### config.mk
export PLATFORM = sky130hd
export DESIGN_NAME = pe_ws_db_flat
export DESIGN_NICKNAME = d
export VERILOG_FILES = /design/src/rtl/pe_ws_db_pkg.sv /design/src/rtl/pe_ws_db_if.sv /design/src/rtl/pe_ws_db_mac_sat.sv /design/src/rtl/pe_ws_db.sv /design/src/flat_wrapper.sv
export SDC_FILE = /design/constraint.sdc
export NUM_CORES = 1
export LEC_CHECK = 0
export ABC_AREA = 1
export ABC_CLOCK_PERIOD_IN_PS = 8600
export CORE_ASPECT_RATIO = 0.6
export CORE_MARGIN = 2
export CORE_UTILIZATION = 55
export DETAILED_ROUTE_END_ITERATION = 8
export PLACE_DENSITY = 0.82
export SKIP_CTS_REPAIR_TIMING = 1
export SYNTH_ARGS = -nofsm -noshare
export SYNTH_HDL_FRONTEND = slang
export SYNTH_SLANG_ARGS = --single-unit
### constraint.sdc
create_clock -name clk -period 8.6 [get_ports clk]
set_input_delay 2.58 -clock clk [delete_from_list [all_inputs] [get_ports clk]]
set_output_delay 2.58 -clock clk [all_outputs]
set_load 0.005 [all_outputs]
### src/rtl/pe_ws_db_pkg.sv
// Shared definitions for the weight-stationary PE with double-buffered weights.
//   DATA_W_DEF / ACC_W_DEF : default activation/weight and partial-sum widths
//   data_t / acc_t         : signed types at the default widths
//   ACC_MAX / ACC_MIN      : saturation limits at the default accumulator width
package pe_ws_db_pkg;

  localparam int DATA_W_DEF = 16;
  localparam int ACC_W_DEF  = 32;

  typedef logic signed [DATA_W_DEF-1:0] data_t;
  typedef logic signed [ACC_W_DEF-1:0]  acc_t;

  localparam acc_t ACC_MAX = {1'b0, {(ACC_W_DEF-1){1'b1}}};
  localparam acc_t ACC_MIN = {1'b1, {(ACC_W_DEF-1){1'b0}}};

endpackage

### src/rtl/pe_ws_db_if.sv
// Beat bus between neighbouring PEs: one activation/partial-sum beat per cycle.
//   valid : qualifies a, psum, sat and sw for this beat
//   a     : activation (left -> right)
//   psum  : partial sum (top -> bottom)
//   sat   : saturation flag travelling with psum
//   sw    : switch token promoting shadow -> active weight for this beat
// master drives the bus, slave receives it. No backpressure exists.
interface pe_ws_db_if #(
  parameter int DATA_W = 16,
  parameter int ACC_W  = 32
);
  logic              valid;
  logic [DATA_W-1:0] a;
  logic [ACC_W-1:0]  psum;
  logic              sat;
  logic              sw;

  modport master (output valid, a, psum, sat, sw);
  modport slave  (input  valid, a, psum, sat, sw);
endinterface

### src/rtl/pe_ws_db_mac_sat.sv
// Combinational multiply-accumulate with optional saturation.
//   i_a, i_w : signed activation and effective weight (DATA_W)
//   i_psum   : signed incoming partial sum (ACC_W)
//   o_sum    : psum + a*w, clamped when SAT=1, wrapped when SAT=0
//   o_ovf    : the exact sum did not fit in ACC_W (flagged for both SAT modes)
module pe_ws_db_mac_sat
  import pe_ws_db_pkg::*;
#(
  parameter int DATA_W = DATA_W_DEF,
  parameter int ACC_W  = ACC_W_DEF,
  parameter bit SAT    = 1'b1
) (
  input  logic signed [DATA_W-1:0] i_a,
  input  logic signed [DATA_W-1:0] i_w,
  input  logic signed [ACC_W-1:0]  i_psum,
  output logic signed [ACC_W-1:0]  o_sum,
  output logic                     o_ovf
);

  localparam int PROD_W = 2 * DATA_W;
  localparam int EXT_W  = ACC_W + 1 - PROD_W;

  function automatic logic signed [ACC_W-1:0] sat_clamp(input logic signed [ACC_W:0] s);
    if (s[ACC_W]) return {1'b1, {(ACC_W-1){1'b0}}};
    else          return {1'b0, {(ACC_W-1){1'b1}}};
  endfunction

  logic signed [PROD_W-1:0] w_prod;
  logic signed [ACC_W:0]    w_prod_x;
  logic signed [ACC_W:0]    w_sum_x;

  assign w_prod   = i_a * i_w;
  assign w_prod_x = {{EXT_W{w_prod[PROD_W-1]}}, w_prod};
  // One guard bit makes the sum exact; overflow shows as guard != sign.
  assign w_sum_x  = {i_psum[ACC_W-1], i_psum} + w_prod_x;
  assign o_ovf    = w_sum_x[ACC_W] ^ w_sum_x[ACC_W-1];
  assign o_sum    = (SAT && o_ovf) ? sat_clamp(w_sum_x) : w_sum_x[ACC_W-1:0];

endmodule

### src/rtl/pe_ws_db.sv
// Weight-stationary systolic PE with shadow/active weight double buffering.
//   clk, reset   : clock, synchronous active-high reset
//   in_bus       : beat from left/upper neighbours (slave)
//   out_bus      : registered beat to right/lower neighbours (master), 1-cycle latency
//   weight_shift : column-wide load of weight_in into the shadow register
//   weight_in    : weight from the upper PE's weight_out or the column feeder
//   weight_out   : current shadow register, forms the column shift chain
//   switch_err   : sticky, a switch arrived while the shadow was empty
module pe_ws_db
  import pe_ws_db_pkg::*;
#(
  parameter int DATA_W = DATA_W_DEF,
  parameter int ACC_W  = ACC_W_DEF,
  parameter bit SAT    = 1'b1
) (
  input  logic              clk,
  input  logic              reset,
  pe_ws_db_if.slave         in_bus,
  pe_ws_db_if.master        out_bus,
  input  logic              weight_shift,
  input  logic [DATA_W-1:0] weight_in,
  output logic [DATA_W-1:0] weight_out,
  output logic              switch_err
);

  logic                     r_vld_p1;
  logic signed [DATA_W-1:0] r_a_p1;
  logic signed [ACC_W-1:0]  r_psum_p1;
  logic                     r_sat_p1;
  logic                     r_sw_p1;
  logic signed [DATA_W-1:0] r_active_w;
  logic signed [DATA_W-1:0] r_shadow_w;
  logic                     r_shadow_full;
  logic                     r_switch_err;

  logic                     w_do_switch;
  logic                     w_promote;
  logic signed [DATA_W-1:0] w_a;
  logic signed [DATA_W-1:0] w_eff;
  logic signed [ACC_W-1:0]  w_psum_in;
  logic signed [ACC_W-1:0]  w_sum;
  logic                     w_ovf;

  // Stage p0: effective weight selection and MAC. The switch beat already
  // multiplies by the shadow weight, so promotion costs no bubble.
  assign w_do_switch = in_bus.valid & in_bus.sw;
  assign w_promote   = w_do_switch & r_shadow_full;
  assign w_eff       = w_promote ? r_shadow_w : r_active_w;
  assign w_a         = in_bus.a;
  assign w_psum_in   = in_bus.psum;

  pe_ws_db_mac_sat #(
    .DATA_W (DATA_W),
    .ACC_W  (ACC_W),
    .SAT    (SAT)
  ) u_mac (
    .i_a    (w_a),
    .i_w    (w_eff),
    .i_psum (w_psum_in),
    .o_sum  (w_sum),
    .o_ovf  (w_ovf)
  );

  // Stage p1: output beat registers and weight buffers.
  always_ff @(posedge clk) begin
    if (reset) begin
      r_vld_p1      <= 1'b0;
      r_a_p1        <= '0;
      r_psum_p1     <= '0;
      r_sat_p1      <= 1'b0;
      r_sw_p1       <= 1'b0;
      r_active_w    <= '0;
      r_shadow_w    <= '0;
      r_shadow_full <= 1'b0;
      r_switch_err  <= 1'b0;
    end else begin
      r_vld_p1 <= in_bus.valid;
      r_sw_p1  <= w_do_switch;
      if (in_bus.valid) begin
        r_a_p1    <= w_a;
        r_psum_p1 <= w_sum;
        r_sat_p1  <= in_bus.sat | w_ovf;
      end
      if (w_promote) r_active_w <= r_shadow_w;
      if (w_do_switch && !r_shadow_full) r_switch_err <= 1'b1;
      // A shift in the same cycle as a promotion refills the shadow,
      // so the load wins over the clear.
      if (weight_shift) begin
        r_shadow_w    <= weight_in;
        r_shadow_full <= 1'b1;
      end else if (w_promote) begin
        r_shadow_full <= 1'b0;
      end
    end
  end

  assign out_bus.valid = r_vld_p1;
  assign out_bus.a     = r_a_p1;
  assign out_bus.psum  = r_psum_p1;
  assign out_bus.sat   = r_sat_p1;
  assign out_bus.sw    = r_sw_p1;
  assign weight_out    = r_shadow_w;
  assign switch_err    = r_switch_err;

endmodule

### src/flat_wrapper.sv
// flat-port wrapper written by rule: the top's interface ports become plain ports
module pe_ws_db_flat import pe_ws_db_pkg::*;
#(
  parameter int DATA_W = DATA_W_DEF,
  parameter int ACC_W  = ACC_W_DEF,
  parameter bit SAT    = 1'b1
)
  (clk, reset, weight_shift, weight_in, weight_out, switch_err, in_bus_valid, in_bus_a, in_bus_psum, in_bus_sat, in_bus_sw, out_bus_valid, out_bus_a, out_bus_psum, out_bus_sat, out_bus_sw);
  pe_ws_db_if #(.DATA_W(DATA_W), .ACC_W(ACC_W)) in_bus_i ();
  pe_ws_db_if #(.DATA_W(DATA_W), .ACC_W(ACC_W)) out_bus_i ();
  input  logic clk;
  input  logic reset;
  input  logic weight_shift;
  input  logic [DATA_W-1:0] weight_in;
  output logic [DATA_W-1:0] weight_out;
  output logic switch_err;
  input wire logic [$bits(in_bus_i.valid)-1:0] in_bus_valid;
  input wire logic [$bits(in_bus_i.a)-1:0] in_bus_a;
  input wire logic [$bits(in_bus_i.psum)-1:0] in_bus_psum;
  input wire logic [$bits(in_bus_i.sat)-1:0] in_bus_sat;
  input wire logic [$bits(in_bus_i.sw)-1:0] in_bus_sw;
  output wire logic [$bits(out_bus_i.valid)-1:0] out_bus_valid;
  output wire logic [$bits(out_bus_i.a)-1:0] out_bus_a;
  output wire logic [$bits(out_bus_i.psum)-1:0] out_bus_psum;
  output wire logic [$bits(out_bus_i.sat)-1:0] out_bus_sat;
  output wire logic [$bits(out_bus_i.sw)-1:0] out_bus_sw;
  assign in_bus_i.valid = in_bus_valid;
  assign in_bus_i.a = in_bus_a;
  assign in_bus_i.psum = in_bus_psum;
  assign in_bus_i.sat = in_bus_sat;
  assign in_bus_i.sw = in_bus_sw;
  assign out_bus_valid = out_bus_i.valid;
  assign out_bus_a = out_bus_i.a;
  assign out_bus_psum = out_bus_i.psum;
  assign out_bus_sat = out_bus_i.sat;
  assign out_bus_sw = out_bus_i.sw;
  pe_ws_db #(.DATA_W(DATA_W), .ACC_W(ACC_W), .SAT(SAT)) u_core (.clk(clk), .reset(reset), .in_bus(in_bus_i), .out_bus(out_bus_i), .weight_shift(weight_shift), .weight_in(weight_in), .weight_out(weight_out), .switch_err(switch_err));
endmodule
==> results.yml, run 1 <==
setup_path:
  worst-path-max-fanout: 10
  r2r-start: "u_core.r_shadow_full$_SDFFE_PP0P_"
  worst_ep_required_time_ns: 8.80
  r2r_cells: 32
  worstReg2RegEnd: "u_core.out_bus.psum[16]$_SDFFE_PP0P_"
  crit_slowest_cell: "fa_2"
  crit_top_cell: "fa_1"
  endpoint_kind: "flip-flop"
  max_stage_delay_ns: 0.63
  startpoint_type: "primary input"
  r2r_setup_slack_ns: 1.79
  path_class: "in2reg"
  critical_path_arrival_ns: 8.87
floorplanning:
  die_y_um: 131.9
  coreArea_sq_um: 26590
  initial_utilization_pct: 56.38
  die-width_um: 217.1
  num_rows: 46
  dieArea_sq_um: 28640
  ioPinCount: 138
clock_tree:
  numClockSinks: 85
  htree_num_levels: 3
  clkTransAtPathRegs_ns: 0.07
  numCtsBuffers: 9
  clockBufferDepth: 2
  cts_tree: "done"
  root_buffer: "clkbuf_16"
  clk_latency_ns: 0.37
cells_and_area:
  synthToLayoutAreaGrowth_pct: 34.56
  final_cell_mix: "inv_1, nand2_1, fa_1"
  final_util_pct: 75.86
  nets: 2709
  final_cells: 2604
  fin_area_sq_um: 20170
  layout_commonest_cell: "inv_1"
  diodes: 0
  drive_gt1_share_pct: 24.55
  nFillCells: 1795
place:
  portBuffers: 137
  gp_congestion: 1.060
  hpwl_um: 38820
  dpl_cell_area_sq_um: 18410
  dp.cells: 2545
yosys:
  yosys-top-cells-area: "fa_1, inv_1, dfxtp_1"
  synth_nets: 2349
  synthCells: 1879
  syn_area_sq_um: 14990
  synth-seq-cells: 85
  synthDominantCellAreaShare_pct: 39.93
  ys_seq_area_share_pct: 11.35
  synth_warnings: 0
  synth_edf_count: 0
  async_flop_share_pct: 0
  synth_ff_type: "dfxtp_1"
  synth_area_leader_cell: "fa_1"
  syn_avg_cell_area_sq_um: 7.978
  synth_cell_types: 42
power_and_ir_drop:
  powerDensity_nw_per_um2: 376.0
  p_leak_nw: 10.38
  ir_drop_mv: 0.3564
sta:
  slew_headroom_pct: 18.76
  hold_slack_ns: 0.4889
  skew_ns: 0.01158
  setup_tns_ns: -1.542
  setup_violations: 30
  rsz0062_at_grt: "true"
  fmax_mhz: 115.3
  final_hold_viol_count: 0
  finalCritPeriodShare_pct: 100.9
  setup_ws_ns: -0.07511
  max_slew.worst_pin.slew_ns: 1.219
  slew_viol_final: 0
  timing.final.crit_period_ns: 8.675
detailed_routing:
  vias: 13878
  wl_per_cell_um: 19.30
  wirelength_um: 50260
  dr.first_iter.drc_count: 1243
  ant_nets: 0
  viasPerCell: 5.329
  drc: 0
  drt_first_pass_iters: 6
grt:
  grt_pass1_vias: 14174
  grtUsageTotal_pct: 34.41
  grt_pass1_wl_um: 75330
  grt_antenna_before_repair: 1
  gr-total-overflow: 0
  grt_max_degree: 86
hold_path:
  hold_depth: 2
  holdPathEnd: "u_core.out_bus.a[7]$_SDFFE_PP0P_"
  hold_class: "reg2reg"
  hold_path.startpoint: "u_core.out_bus.a[7]$_SDFFE_PP0P_"
status:
  outcome: "complete, but fails checks"
  violations: "negative setup slack"
run:
  cap_viol_max_count: 0
## synthesized netlist by cell type, drive strengths merged, types with 2 or more instances
library cell and count:
a21oi 76, a21o 3, a211oi 17, o21bai 4
fa 299, xor2 17, dfxtp 85, ha 101
nor2 229, clkinv 11, or2 16, clkbuf 34
nor4 2, nand4 7, nand3 55, mux2i 2
xnor2 6, o21ai 22, nand2 389, inv 464
buf 27, a31oi 2, and2 3, nor3 6
## kinds of logic after synthesis
family                     Yosys count  share of synthesized area (%)
adders and majority gates          400                          48.36
DFF                                 85                          11.35
xor gates and xnor gates            23                          1.344
muxes                                2                         0.1336
AOI/OAI and AO/OA                  125                          5.567
buffers and inverters              536                          13.78
and+or+nand+nor                    708                          19.46
## worst max path at each step
stage,start,end,slack [ns]
final,in_bus_sw,u_core.out_bus.psum[16]$_SDFFE_PP0P_,-0.08
after global routing,in_bus_sw,u_core.out_bus.psum[20]$_SDFFE_PP0P_,-0.27
after CTS,in_bus_sw,u_core.out_bus.psum[26]$_SDFFE_PP0P_,-0.49
after detailed placement,in_bus_sw,u_core.out_bus.psum[26]$_SDFFE_PP0P_,-0.83
after global placement,in_bus_sw,u_core.out_bus.psum[25]$_SDFFE_PP0P_,-0.71
after floorplan,in_bus_sw,u_core.out_bus.psum[25]$_SDFFE_PP0P_,0.03
## flip-flops by register name, summed over array words and instances, names as in the netlist
signal and count:
u_core.r_shadow_full 1, u_core.out_bus.psum 32, u_core.r_active_w 16, u_core.weight_out 16
u_core.out_bus.valid 1, u_core.out_bus.sat 1, u_core.out_bus.sw 1, u_core.out_bus.a 16
u_core.switch_err 1
## critical path: cells and delay by family
kind / cells / cell delay [ns]
and+or+nand+nor: 12 / 1.15
AOI/OAI and AO/OA: 4 / 0.57
adders and majority gates: 7 / 3.48
buffers and inverters: 10 / 1.06
## layer usage
metal	part of all wire (%)	wire length (um)	GRT usage, %	vias up
li1	-	-	-	6197
met1	39	19720	47.57	6789
met2	45	22720	52.72	778
met3	13	6431	11.56	112
met4	2.7	1376	7.801	2
met5	0.026	13	0	-
## power breakdown
group	total (mW)	internal, mW	switching (mW)	leakage, nW
registers	0.512	0.472	0.0410	0.701
clock network	0.448	0.258	0.190	0.158
logic	6.62	3.01	3.62	9.52
total	7.58	3.74	3.85	10.4
## layout make-up
class | instances | area, sq um | area share, %
Clock inverter | 6 | 95.09 | 0.4714
Timing Repair inverter | 1 | 7.507 | 0.03722
Multi-Input combinational cell | 1258 | 12040 | 59.68
Timing Repair Buffer | 409 | 3821 | 18.94
Clock buffer | 10 | 229.0 | 1.135
Tap cell | 360 | 450.4 | 2.233
Inverter | 475 | 1829 | 9.068
Sequential cell | 85 | 1702 | 8.436
## metrics by stage
stage	power [mW]	setup slack, ns
global placement	5.709	-0.7098
global route	8.125	-0.2662
floorplan	3.741	0.02684
detailed placement	5.843	-0.8295
finish	7.584	-0.07511
CTS	6.330	-0.4875
Note: power is estimated with default switching activity, not from simulation.
==> run 2: changes to the inputs <==
--- a/config.mk
+++ b/config.mk
@@ -7,9 +7,9 @@
 export LEC_CHECK = 0
 export ABC_AREA = 1
 export ABC_CLOCK_PERIOD_IN_PS = 8600
-export CORE_ASPECT_RATIO = 0.6
-export CORE_MARGIN = 2
+export CORE_MARGIN = 4
 export CORE_UTILIZATION = 55
+export CTS_CLUSTER_SIZE = 30
 export DETAILED_ROUTE_END_ITERATION = 8
 export PLACE_DENSITY = 0.82
 export SKIP_CTS_REPAIR_TIMING = 1
==> results.yml, run 2 (synthesis gave the netlist of run 1 again) <==
cells_and_area:
  diodes: 0
  final_cells: 2584
  largest_reg_flops: 32
  final_cell_mix: "inv_1, nand2_1, fa_1"
  layout_commonest_cell: "inv_1"
  synthToLayoutAreaGrowth_pct: 31.58
  final_util_pct: 73.39
  drive_gt1_share_pct: 22.20
  nets: 2708
floorplanning:
  coreArea_sq_um: 26880
  ioPinCount: 138
  die_y_um: 173.1
  num_rows: 60
  die-width_um: 173.1
  dieArea_sq_um: 29960
  initial_utilization_pct: 55.78
grt:
  grt-busiest-layer: "met2"
  grt_antenna_before_repair: 0
  globalRouteMet3Util_pct: 5.947
  grt_pass1_wl_um: 72410
  grtUsageTotal_pct: 30.28
  gr-total-overflow: 0
  gr-usage-met1_pct: 37.20
  grtUsageMet2_pct: 52.44
  grt_max_degree: 68
  grt_pass1_vias: 14472
clock_tree:
  cts_tree: "done"
  clockBufferDepth: 2
  htree_num_levels: 3
  root_buffer: "clkbuf_16"
  clkTransAtPathRegs_ns: 0.07
  numCtsBuffers: 9
  numClockSinks: 85
  clk_latency_ns: 0.36
power_and_ir_drop:
  power_frac_seq_pct: 6.9
  ir_drop_mv: 0.2990
  p_int_mw: 3.696
  comb_power_share_pct: 87.6
  p_clk_share_pct: 5.5
  powerDensity_nw_per_um2: 379.7
  switching_power_mw: 3.792
  p_sw_share_pct: 50.64
  p_leak_nw: 10.33
hold_path:
  hold_path.startpoint: "u_core.out_bus.a[0]$_SDFFE_PP0P_"
  hold_class: "reg2reg"
setup_path:
  r2r-start: "u_core.r_shadow_full$_SDFFE_PP0P_"
  crit_slowest_cell: "fa_1"
  worst_ep_required_time_ns: 8.88
  crit_path_start: "in_bus_valid"
  worst-path-max-fanout: 8
  max_stage_delay_ns: 0.55
  critical_path_arrival_ns: 9.03
  endpoint_kind: "flip-flop"
  startpoint_type: "primary input"
  path_class: "in2reg"
sta:
  setup_ws_ns: -0.1454
  fmax_mhz: 114.3
  finalCritPeriodShare_pct: 101.7
  slew_viol_final: 0
  skew_ns: 0.01134
  slew_headroom_pct: 34.16
  setup_violations: 31
  timing.final.crit_period_ns: 8.745
  final_hold_viol_count: 0
  max_slew.worst_pin.slew_ns: 0.9816
  rsz0062_at_grt: "true"
  hold_slack_ns: 0.4764
place:
  hpwl_um: 37910
  gp_congestion: 0.9896
  dpl_worst_slack_ns: -0.8209
  dp.cells: 2525
  portBuffers: 137
detailed_routing:
  dr.first_iter.drc_count: 1156
  wl_per_cell_um: 18.55
  vias: 13832
  drc: 0
  wirelength_um: 47930
  drt_first_pass_iters: 7
  viasPerCell: 5.353
  ant_nets: 0
status:
  outcome: "complete, but fails checks"
  violations: "negative setup slack"
run:
  cap_viol_max_count: 0
[run 2: cell types whose count changed in the layout (fill, tap and decap cells not counted), moves of 5 or more]
cell        change
fa_2           -11
fa_1           +11
clkinvlp_4      -5
nor2_1          +5
buf_6          -10
nand2_2        -24
nand2_1        +24
inv_1           +5
buf_4          +16
a21oi_4         -5
[run 2: path summary, 6_finish.rpt]
| kind | end | slack, ns | depth (start not counted) |
|---|---|---|---|
| min reg2reg | u_core.out_bus.a[0]$_SDFFE_PP0P_ | 0.48 | 2 |
| max | u_core.out_bus.psum[14]$_SDFFE_PP0P_ | -0.15 | 35 |
| max reg2reg | u_core.out_bus.psum[14]$_SDFFE_PP0P_ | 1.82 | 34 |
| min | u_core.out_bus.a[0]$_SDFFE_PP0P_ | 0.48 | 2 |
[run 2: routing by layer]
layer	part of all wire [%]	wire length, um
met5	0	0
met4	6.2	2973
met3	8.7	4179
met2	49	23420
met1	36	17350
[run 2: critical path: cells and delay by family]
family,cells,cell delay (ns)
buffers and inverters,12,1.44
and+or+nand+nor,14,1.55
adders and majority gates,7,3.23
AOI/OAI and AO/OA,2,0.18
[run 2: cell type report]
class,instances,area [sq um]
well taps,341,426.7
fillers,1860,7151
clock buffers,10,239.0
repair buffers,409,3704
flip-flops and latches,85,1702
multi-input cells,1258,11790
clock inverters,6,62.56
inverters,475,1804
[run 2: power groups by stage]
stage	Combinational, mW	Clock (mW)	Sequential [mW]
final	6.56	0.410	0.515
after global routing	7.08	0.425	0.520
after CTS	5.43	0.409	0.511
after detailed placement	5.37	0	0.518
after global placement	5.26	0	0.519
after floorplan	3.23	0	0.514
[run 2: metrics by stage]
stage	cell area (sq um)	power (mW)	setup TNS (ns)
2_1_floorplan	14990	3.741	0
6_report	19730	7.489	-3.027
5_1_grt	19730	8.028	-8.684
3_3_place_gp	18380	5.776	-22.90
4_1_cts	18680	6.345	-15.51
3_5_place_dp	18380	5.890	-25.86
